<file path="config.mk">
export PLATFORM = sky130hd
export DESIGN_NAME = fetch_sequencer_flat
export DESIGN_NICKNAME = d
export VERILOG_FILES = /design/src/rtl/fetch_pkg.sv /design/src/rtl/fetch_if.sv /design/src/rtl/fetch_fifo.sv /design/src/rtl/fetch_sequencer.sv /design/src/flat_wrapper.sv
export SDC_FILE = /design/constraint.sdc
export NUM_CORES = 1
export LEC_CHECK = 0
export ABC_AREA = 1
export CAP_MARGIN = 0
export CORE_MARGIN = 2
export CORE_UTILIZATION = 40
export DETAILED_ROUTE_END_ITERATION = 10
export PLACE_DENSITY = 0.65
export SYNTH_ARGS = -nofsm -noshare
export SYNTH_HDL_FRONTEND = slang
export SYNTH_HIERARCHICAL = 1
export SYNTH_SLANG_ARGS = --single-unit
</file>
<file path="constraint.sdc">
create_clock -name clk -period 2 [get_ports clk]
set_clock_uncertainty 0.15 [all_clocks]
set_input_delay 0.4 -clock clk [delete_from_list [all_inputs] [get_ports clk]]
set_output_delay 0.4 -clock clk [all_outputs]
set_load 0.03 [all_outputs]
</file>
<file path="src/rtl/fetch_pkg.sv">
// fetch_pkg: shared types and constants for the instruction-fetch slice.
//   fetch_entry_t : one buffered {pc, instr} pair
//   fetch_state_t : sequencer FSM states
//   XLEN          : PC / datapath width; fixed here because fetch_entry_t depends on it
//   INSTR_NOP     : canonical RV32I nop (addi x0,x0,0)
package fetch_pkg;
  localparam int XLEN = 32;

  typedef struct packed {
    logic [XLEN-1:0] pc;
    logic [31:0]     instr;
  } fetch_entry_t;

  typedef enum logic [1:0] {BOOT, FETCH, HALT} fetch_state_t;

  localparam logic [31:0] INSTR_NOP = 32'h0000_0013;

  // Redirect targets are byte addresses; the low two bits are forced to zero.
  function automatic logic [XLEN-1:0] align_pc(input logic [XLEN-1:0] pc);
    return pc & ~XLEN'(3);
  endfunction
endpackage

</file>
<file path="src/rtl/fetch_if.sv">
// fetch_if: bundles the fetch sequencer's bus signals.
//   imem_addr/imem_instr        : combinational instruction-memory port
//   redirect_valid/redirect_pc  : taken branch/jump from decode or branch unit
//   out_valid/out_ready/out_pc/out_instr : fetch -> decode valid/ready stream
//   done                        : fetch stopped at end of memory
// master = fetch_sequencer side, slave = memory/decode/branch side.
interface fetch_if;
  import fetch_pkg::*;

  logic [XLEN-1:0] imem_addr;
  logic [31:0]     imem_instr;
  logic            redirect_valid;
  logic [XLEN-1:0] redirect_pc;
  logic            out_valid;
  logic            out_ready;
  logic [XLEN-1:0] out_pc;
  logic [31:0]     out_instr;
  logic            done;

  modport master (
    output imem_addr, out_valid, out_pc, out_instr, done,
    input  imem_instr, redirect_valid, redirect_pc, out_ready
  );

  modport slave (
    input  imem_addr, out_valid, out_pc, out_instr, done,
    output imem_instr, redirect_valid, redirect_pc, out_ready
  );
endinterface

</file>
<file path="src/rtl/fetch_fifo.sv">
// fetch_fifo: DEPTH-entry buffer of fetch_entry_t.
//   clk, rst_n : clock, async active-low reset
//   flush      : synchronous clear (pointers and count to zero)
//   push/wdata : write one entry; accepted when not full, or full with a pop
//   pop        : advance head (ignored when empty)
//   rdata      : head entry, read straight from storage registers
//   empty/full : occupancy flags
// DEPTH must be a power of two so the pointers wrap naturally.
module fetch_fifo
  import fetch_pkg::*;
#(
  parameter int DEPTH = 2
) (
  input  logic         clk,
  input  logic         rst_n,
  input  logic         flush,
  input  logic         push,
  input  fetch_entry_t wdata,
  input  logic         pop,
  output fetch_entry_t rdata,
  output logic         empty,
  output logic         full
);
  localparam int AW = $clog2(DEPTH);

  fetch_entry_t    mem [DEPTH];
  logic [AW-1:0]   wr_ptr, rd_ptr;
  logic [AW:0]     count;
  logic            do_push, do_pop;

  assign empty   = (count == '0);
  assign full    = (count == (AW+1)'(DEPTH));
  assign do_pop  = pop & ~empty;
  // When full, a same-cycle pop frees the slot being written.
  assign do_push = push & (~full | do_pop);
  assign rdata   = mem[rd_ptr];

  always_ff @(posedge clk or negedge rst_n) begin
    if (!rst_n) begin
      wr_ptr <= '0;
      rd_ptr <= '0;
      count  <= '0;
      for (int i = 0; i < DEPTH; i++) mem[i] <= '0;
    end else if (flush) begin
      wr_ptr <= '0;
      rd_ptr <= '0;
      count  <= '0;
    end else begin
      if (do_push) begin
        mem[wr_ptr] <= wdata;
        wr_ptr      <= wr_ptr + AW'(1);
      end
      if (do_pop) rd_ptr <= rd_ptr + AW'(1);
      unique case ({do_push, do_pop})
        2'b10:   count <= count + (AW+1)'(1);
        2'b01:   count <= count - (AW+1)'(1);
        default: count <= count;
      endcase
    end
  end
endmodule

</file>
<file path="src/rtl/fetch_sequencer.sv">
// fetch_sequencer: RV32I instruction-fetch controller.
// Owns the fetch PC, addresses the combinational instruction memory, and
// buffers {pc, instr} pairs for decode. A redirect flushes the buffer and
// reloads the PC; it takes priority over push and pop in the same cycle.
//   clk, rst_n : clock, async active-low reset
//   bus        : fetch_if.master (imem port, redirect, decode stream, done)
// Optional macro FETCH_BOUND_EN: stop fetching once the word address reaches
// IMEM_DEPTH (HALT state, done=1 when drained); without it fetch runs on
// past the end of memory and done is tied 0.
module fetch_sequencer
  import fetch_pkg::*;
#(
  parameter logic [XLEN-1:0] RESET_PC   = '0,
  parameter int              IMEM_DEPTH = 18,
  parameter int              BUF_DEPTH  = 2
) (
  input  logic    clk,
  input  logic    rst_n,
  fetch_if.master bus
);
  fetch_state_t    state;
  logic [XLEN-1:0] fetch_pc;
  fetch_entry_t    head;
  logic            fifo_empty, fifo_full;
  logic            pop, push, fetch_in_range;

`ifdef FETCH_BOUND_EN
  logic redir_in_range;
  assign fetch_in_range = (fetch_pc >> 2) < XLEN'(IMEM_DEPTH);
  assign redir_in_range = (bus.redirect_pc >> 2) < XLEN'(IMEM_DEPTH);
`else
  assign fetch_in_range = 1'b1;
`endif

  assign bus.imem_addr = fetch_pc >> 2;
  assign pop  = bus.out_valid & bus.out_ready;
  assign push = (state == FETCH) & ~bus.redirect_valid & fetch_in_range
              & (~fifo_full | pop);

  // PC and state in one register block; redirect overrides any increment.
  always_ff @(posedge clk or negedge rst_n) begin
    if (!rst_n) begin
      state    <= BOOT;
      fetch_pc <= RESET_PC;
    end else begin
      if (bus.redirect_valid) fetch_pc <= align_pc(bus.redirect_pc);
      else if (push)          fetch_pc <= fetch_pc + XLEN'(4);

      unique case (state)
        BOOT:  state <= FETCH;
`ifdef FETCH_BOUND_EN
        // An out-of-range redirect target lands here one cycle later.
        FETCH: if (!bus.redirect_valid && !fetch_in_range) state <= HALT;
        HALT:  if (bus.redirect_valid && redir_in_range)   state <= FETCH;
`else
        FETCH: state <= FETCH;
        HALT:  state <= FETCH;
`endif
        default: state <= BOOT;
      endcase
    end
  end

  fetch_fifo #(.DEPTH(BUF_DEPTH)) u_fifo (
    .clk   (clk),
    .rst_n (rst_n),
    .flush (bus.redirect_valid),
    .push  (push),
    .wdata ('{pc: fetch_pc, instr: bus.imem_instr}),
    .pop   (pop),
    .rdata (head),
    .empty (fifo_empty),
    .full  (fifo_full)
  );

  assign bus.out_valid = ~fifo_empty;
  assign bus.out_pc    = head.pc;
  assign bus.out_instr = head.instr;

`ifdef FETCH_BOUND_EN
  assign bus.done = (state == HALT) & fifo_empty;
`else
  assign bus.done = 1'b0;
`endif
endmodule

</file>
<file path="src/flat_wrapper.sv">
// flat-port wrapper written by rule: the top's interface ports become plain ports
module fetch_sequencer_flat import fetch_pkg::*;
#(
  parameter logic [XLEN-1:0] RESET_PC   = '0,
  parameter int              IMEM_DEPTH = 18,
  parameter int              BUF_DEPTH  = 2
)
  (clk, rst_n, bus_imem_addr, bus_out_valid, bus_out_pc, bus_out_instr, bus_done, bus_imem_instr, bus_redirect_valid, bus_redirect_pc, bus_out_ready);
  fetch_if bus_i ();
  input  logic clk;
  input  logic rst_n;
  output wire logic [$bits(bus_i.imem_addr)-1:0] bus_imem_addr;
  output wire logic [$bits(bus_i.out_valid)-1:0] bus_out_valid;
  output wire logic [$bits(bus_i.out_pc)-1:0] bus_out_pc;
  output wire logic [$bits(bus_i.out_instr)-1:0] bus_out_instr;
  output wire logic [$bits(bus_i.done)-1:0] bus_done;
  input wire logic [$bits(bus_i.imem_instr)-1:0] bus_imem_instr;
  input wire logic [$bits(bus_i.redirect_valid)-1:0] bus_redirect_valid;
  input wire logic [$bits(bus_i.redirect_pc)-1:0] bus_redirect_pc;
  input wire logic [$bits(bus_i.out_ready)-1:0] bus_out_ready;
  assign bus_imem_addr = bus_i.imem_addr;
  assign bus_out_valid = bus_i.out_valid;
  assign bus_out_pc = bus_i.out_pc;
  assign bus_out_instr = bus_i.out_instr;
  assign bus_done = bus_i.done;
  assign bus_i.imem_instr = bus_imem_instr;
  assign bus_i.redirect_valid = bus_redirect_valid;
  assign bus_i.redirect_pc = bus_redirect_pc;
  assign bus_i.out_ready = bus_out_ready;
  fetch_sequencer #(.RESET_PC(RESET_PC), .IMEM_DEPTH(IMEM_DEPTH), .BUF_DEPTH(BUF_DEPTH)) u_core (.clk(clk), .rst_n(rst_n), .bus(bus_i));
endmodule
</file>
# --- Yosys cells after proc, flatten, opt, wreduce, memory -nomap -nowiden ---
# Cells that the tools add are included.
totals:
  elab_cells: 58
  output_inout_bits: 98
  regBits: 165
  inputBits: 68
op_classes:
  reduce_logical: 9
  order_cmp: 3
  n_eq_ne: 5
  n_bitwise: 12
  addsub: 5
  n_mux: 15
op_table:
  columns: ["operator", "count"]
  rows:
  - ["64-bit 2-to-1 mux", 4]
  - ["128-bit bitwise mux", 1]
  - ["64-bit demux with 1-bit select", 1]
  - ["32-bit 2-to-1 mux", 2]
  - ["32-bit by 3-bit adder with 32-bit output (second input constant)", 1]
  - ["2-bit nonzero test", 3]
  - ["1-bit bitwise AND", 5]
  - ["1-bit 2-to-1 mux", 5]
  - ["2-bit == test (second input constant)", 2]
  - ["2-bit >= comparator (second input constant)", 2]
  - ["2-bit zero test", 2]
  - ["1-bit inverter with 2-bit output", 2]
  - ["2-bit one-hot mux with 2 select lines", 1]
  - ["1-bit inverter", 3]
  - ["3-bit nonzero test", 1]
  - ["3-bit OR reduction", 1]
  - ["1-bit adder (second input constant)", 2]
  - ["2-bit by 1-bit adder with 2-bit output (second input constant)", 1]
  - ["1-bit by 2-bit == test with 1-bit output (second input constant)", 1]
  - ["2-bit by 1-bit == test with 1-bit output (second input constant)", 1]
  - ["2-bit by 1-bit less-than comparator with 1-bit output (second input constant)", 1]
  - ["2-bit 2-to-1 mux", 1]
  - ["1-bit bitwise OR", 2]
  - ["2-bit AND reduction", 1]
  - ["3 further kinds", 3]

# --- Longest topological paths before layout ---
logic_depth:
  ltp_word: 9
  depth_mapped: 15
  mapped_depth_nobuf: 13

# --- By module ---
# Netlist, hierarchy kept.
by_module_without_submodules:
  columns: ["mod", "seq_area_each_um2", "area_each_um2", "cells_per_inst", "n_inst"]
  rows:
  - ["fetch_fifo", 3303.2, 6334.8, 722, 1]
  - ["fetch_sequencer", 775.7, 2294.7, 364, 1]

# --- Worst setup path before layout ---
# OpenSTA, ideal clock, no wires.
synth_path:
  kind: "register to register"
  start: "reg u_core.u_fifo.count[1]"
  end: "reg u_core/u_fifo/mem[48] (netlist name)"
  arrival_time_ns: 1.798
  stages_incl_launch_ff: 14
  setup_time_ns: 0.119
  setup_slack_ns: -0.067
  cell_sequence: "dfrtp_1 inv_1 nand2_1 inv_1 o21ai_1 nand3_1 inv_2 buf_4 buf_4 nand4_4 buf_6 buf_4 nand2_1 o21ai_2"
synth_via:
  elab_chain_cells: 7
  word_cells_on_any_way: 11
synth_lines:
  columns: ["element", "line", "text"]
  rows:
  - ["from (decl)", "fetch_fifo.sv:28", "logic [AW:0] count;"]
  - ["from (signal assigned)", "fetch_fifo.sv:55", "2'b10: count <= count + (AW+1)'(1);"]
  - ["from (signal assigned)", "fetch_fifo.sv:56", "2'b01: count <= count - (AW+1)'(1);"]
  - ["from (signal assigned)", "fetch_fifo.sv:57", "default: count <= count;"]
  - ["2-bit zero test", "fetch_fifo.sv:31", "assign empty = (count == '0);"]
  - ["named net u_core.fifo_empty", "fetch_sequencer.sv:24", "logic fifo_empty, fifo_full;"]
  - ["1-bit inverter", "fetch_sequencer.sv:76", "assign bus.out_valid = ~fifo_empty;"]
  - ["1-bit bitwise AND", "fetch_sequencer.sv:36", "assign pop = bus.out_valid & bus.out_ready;"]
  - ["1-bit bitwise OR", "fetch_sequencer.sv:38", "& (~fifo_full | pop);"]
  - ["1-bit bitwise AND", "fetch_sequencer.sv:38", null]
  - ["named net u_core.push", "fetch_sequencer.sv:25", "logic pop, push, fetch_in_range;"]
  - ["1-bit bitwise AND", "fetch_fifo.sv:35", "assign do_push = push & (~full | do_pop);"]
  - ["2-bit AND reduction (no source line)", null, null]
  - ["to (signal, indexed assignment)", "fetch_fifo.sv:50", "mem[wr_ptr] <= wdata;"]
  - ["to (decl)", "fetch_fifo.sv:26", "fetch_entry_t mem [DEPTH];"]
# The timed path passes the listed nets, and every way through them passes these cells.
# A chain may end at the register's enable or synchronous reset.

# --- Worst setup path in the final report ---
layout_path:
  start: "reg u_core.u_fifo.rd_ptr"
  end: "out bus_out_pc[2]"
layout_via:
  elab_chain_cells: 4
layout_lines:
  columns: ["element", "line", "text"]
  rows:
  - ["from (decl)", "fetch_fifo.sv:27", "logic [AW-1:0] wr_ptr, rd_ptr;"]
  - ["from (signal assigned)", "fetch_fifo.sv:53", "if (do_pop) rd_ptr <= rd_ptr + AW'(1);"]
  - ["1-bit inverter with 2-bit output (implied by the code)", "fetch_fifo.sv:36", "assign rdata = mem[rd_ptr];"]
  - ["64-bit 2-to-1 mux (implied by the code) (3 in series)", "fetch_fifo.sv:36", null]
  - ["to (decl)", "flat_wrapper.sv:14", "output wire logic [$bits(bus_i.out_pc)-1:0] bus_out_pc;"]
# No other way between the ends. The select of a mux whose other input is x is not followed.

==> implementation parameters <==
Parameter                              Value

Routing
  Detailed-route via count    7,567
  DR WL/cell    15.5 um
  Drt pass-1 iters    5
  Starting DRC count in detailed routing    around 400
  Number of nets with antenna violations after routing    0
  Final routed wirelength across all metal layers    about 24 mm
  Number of vias per cell after detailed routing    approximately 4.8
  Residual DRC    0

Global route
  Met3 Usage GRT    0.0352
  Met2 Usage GRT    0.325
  First-pass GRT wire length    around 36 mm
  GR Util met1    0.281
  Antenna violations before repair    0
  Peak-usage layer in the global routing report    met2
  Number of global-route vias before repair    roughly 7,000
  GR Util All Layers    0.201
  Total gr overflow    0
  Pin count of the biggest net entering global routing    about 60

Timing
  Post-route fraction of the period consumed by the critical path    1.04
  Minimum clock period    just over 2000 ps
  Maximum clock rate    just under 500 MHz
  Max-slew violation total from the final report    0
  Unrepaired setup endpoints after global routing    true
  Final hold violation count    0
  Final worst-path setup slack    -77.4 ps
  Setup TNS Final    -2500 ps
  Minimum hold slack    between 300 and 400 ps
  Final setup fails    64

Clocking
  Worst-case clock buffer depth    2
  CTS clock-pin slew for the worst setup and hold paths    ~60 ps
  CTS buffer count    17
  Clk Latency, worst-skew pair    around 430 ps
  CTS H-tree depth    4
  Clock tree from TritonCTS    yes
  # clock sinks    ~160
  CTS root buf    sky130_fd_sc_hd__clkbuf_16

Layout
  Diode count    0
  Layout Cell Area excl Fill    between 0.01 and 0.015 mm^2
  Layout Area Growth over Synthesis    43.3%
  Total number of nets in the final design    1,364
  Number of non-filler instances in the completed layout    1,582
  Fill cell total of the finished layout    around 1,900
  Proportion of layout cells with a drive suffix above 1    0.308

Synthesis
  Mean Syn Cell Area    7.95 um^2
  Sequential cell area fraction in the yosys report    0.473
  Synth top area cells    sky130_fd_sc_hd__dfrtp_1 (47%), sky130_fd_sc_hd__nand2_1 (21%), sky130_fd_sc_hd__o21ai_2 (11%), sky130_fd_sc_hd__inv_1 (4.7%), sky130_fd_sc_hd__buf_6 (3.4%)
  Cell taking the most area after synthesis    sky130_fd_sc_hd__dfrtp_1
  Count of different cell masters after synthesis    32
  Most used flip-flop cell after synthesis    sky130_fd_sc_hd__dfrtp_1
  Portion of synthesized cell area occupied by the leading cell type    0.473
  Count of yosys warnings during synthesis    6
  Post-Synthesis Cell Area    roughly 0.0086 mm^2
  Number of storage elements in the synthesis netlist    between 150 and 200
  Share of async-settable or async-resettable flops after synthesis    1.00
  Gate Count Post-Synth    1,086
  Post-synth EDFFs    0

Floorplanning
  Core region area    about 0.021 mm^2
  Number of top-level design ports    166
  Initial cell density of the core    0.409
  Die W    151 um
  Die Height    around 150 um
  Full die area    ~0.023 mm^2
  Number of placement rows    between 50 and 60

Worst setup path
  Worst setup EP type    output pin
  CP max FO    10
  Reg2reg path depth    12
  Worst setup path class    register to output pin
  Endpoint arrival time on the critical path    approximately 1500 ps
  Worst path required time    around 1500 ps
  Type of origin of the critical path    register

Pwr
  Leakage power figure    just over 0.006 uW
  Power per cell area    around 1400 mW/mm^2
  Overall power    17,700 uW
  Worst vdd ir    just under 0.0007 V

Status
  Failing checks    setup timing
  Run status    finished with violations

Place
  Global placer's final weighted congestion    0.880
  Number of port buffers    between 150 and 200
  Placed wire-length estimate after detailed placement    about 15 mm
  Placed cell areas    0.0106 mm^2
  Total placed cells including tap cells    1,516

Run
  Max_cap viols    0

Min path
  Path type of the worst min-delay path    input port to asynchronous set/reset pin
-- metrics by stage --
step	util	setup WS [ps]
finish	0.586	-77.4
global route	0.586	-127
CTS	0.552	-121
detailed placement	0.503	-334
global placement	0.503	-306
floorplan	-	4.58
-- state kept, by name (all words and copies together) (netlist names) --
| register | count |
|---|---|
| u_core/state | 1 |
| u_core/u_fifo/count | 2 |
| u_core/u_fifo/wr_ptr | 1 |
| u_core/fetch_pc | 30 |
| u_core/u_fifo/mem | 128 |
| u_core/u_fifo/rd_ptr | 1 |
-- cell usage after synthesis, types with 3 or more instances --
cell / instances
sky130_fd_sc_hd__o21bai_1: 6
sky130_fd_sc_hd__buf_6: 26
sky130_fd_sc_hd__buf_2: 8
sky130_fd_sc_hd__nand3_1: 57
sky130_fd_sc_hd__and2_1: 4
sky130_fd_sc_hd__dfrtp_1: 163
sky130_fd_sc_hd__o21ai_1: 15
sky130_fd_sc_hd__nor2_1: 34
sky130_fd_sc_hd__o21ai_2: 105
sky130_fd_sc_hd__nand2_1: 474
sky130_fd_sc_hd__inv_2: 5
sky130_fd_sc_hd__xnor2_1: 3
sky130_fd_sc_hd__clkbuf_1: 9
sky130_fd_sc_hd__nor2_2: 6
sky130_fd_sc_hd__o21ai_0: 25
sky130_fd_sc_hd__buf_4: 6
sky130_fd_sc_hd__inv_1: 109
sky130_fd_sc_hd__nor2_4: 6
sky130_fd_sc_hd__nand2_2: 4
sky130_fd_sc_hd__buf_1: 4
-- cells in the final DEF (no fill, tap or decap), types with 30 or more instances in the layout --
| cell type | n |
|---|---|
| sky130_fd_sc_hd__nand2_1 | 383 |
| sky130_fd_sc_hd__dfrtp_1 | 162 |
| sky130_fd_sc_hd__inv_1 | 107 |
| sky130_fd_sc_hd__o21ai_2 | 106 |
| sky130_fd_sc_hd__nand2_2 | 78 |
| sky130_fd_sc_hd__clkdlybuf4s50_1 | 64 |
| sky130_fd_sc_hd__buf_6 | 63 |
| sky130_fd_sc_hd__nand3_1 | 56 |
| sky130_fd_sc_hd__buf_4 | 37 |
| sky130_fd_sc_hd__nor2_1 | 34 |
| sky130_fd_sc_hd__dlygate4sd2_1 | 30 |
-- where the power goes --
part           total (uW)  switching (uW)  internal, uW
combinational        8860            4940          3910
sequential           5510             896          4610
clock                3330            1380          1950
-- timing repair --
| item | in CTS | in global routing |
|---|---|---|
| resized for setup | 99 | 123 |
| pin swaps | 2 | 14 |
| setup buffers | 4 | 10 |
| gates cloned | 7 | 15 |
| hold buffers | 1 | 0 |
| hold endpoints to repair | 36 | 0 |
| setup endpoints to repair | 94 | 188 |
-- cell type report --
class	count	area [um^2]	share of cell area
sequential	163	4080	0.330
multi-input combinational	760	4040	0.327
timing repair buffer	239	2870	0.232
inverter	114	438	0.0354
clock buffer	17	425	0.0344
tap	275	344	0.0278
clock inverter	14	164	0.0133
-- routing by layer --
metal,vias up,share of wire,wire [um]
met5,-,0,0
met4,0,0.015,373
met3,23,0.047,1140
met2,209,0.48,11700
met1,3537,0.46,11200
li1,3798,-,-
-- kinds of logic (layout without fill, tap and decap cells) --
logic type      after synthesis  in the layout  share of synthesized area
simple gates                592            592                      0.282
buf+inv                     167            384                     0.0990
flops                       163            163                      0.473
compound gates              156            156                      0.139
xor+xnor                      5              5                    0.00508
other cells                   2              6                   0.000870
fa+ha+maj                     1              1                    0.00145
-- worst max-delay path: stages, from the launching register on --
cell and delay (ps):
sky130_fd_sc_hd__dfrtp_2 470, sky130_fd_sc_hd__inv_8 130, sky130_fd_sc_hd__buf_12 120, sky130_fd_sc_hd__buf_16 110, sky130_fd_sc_hd__nand2_1 50, sky130_fd_sc_hd__nand2_1 80
sky130_fd_sc_hd__buf_6 130
-- final timing paths --
path | start | endpoint | slack, ps
hold reg to reg | u_core/u_fifo/mem[100] | u_core/u_fifo/mem[100] | 330
setup reg to reg | u_core/u_fifo/count[1] | u_core/u_fifo/mem[17] | 70
hold / removal | rst_n | u_core/u_fifo/mem[21] | 320
setup / recovery | u_core/u_fifo/rd_ptr | bus_out_pc[2] | -80
max in group asynchronous | rst_n | u_core/u_fifo/mem[64] | 780
min in group clk | u_core/u_fifo/mem[100] | u_core/u_fifo/mem[100] | 330
No activity file was read; power rests on OpenSTA's default activity.
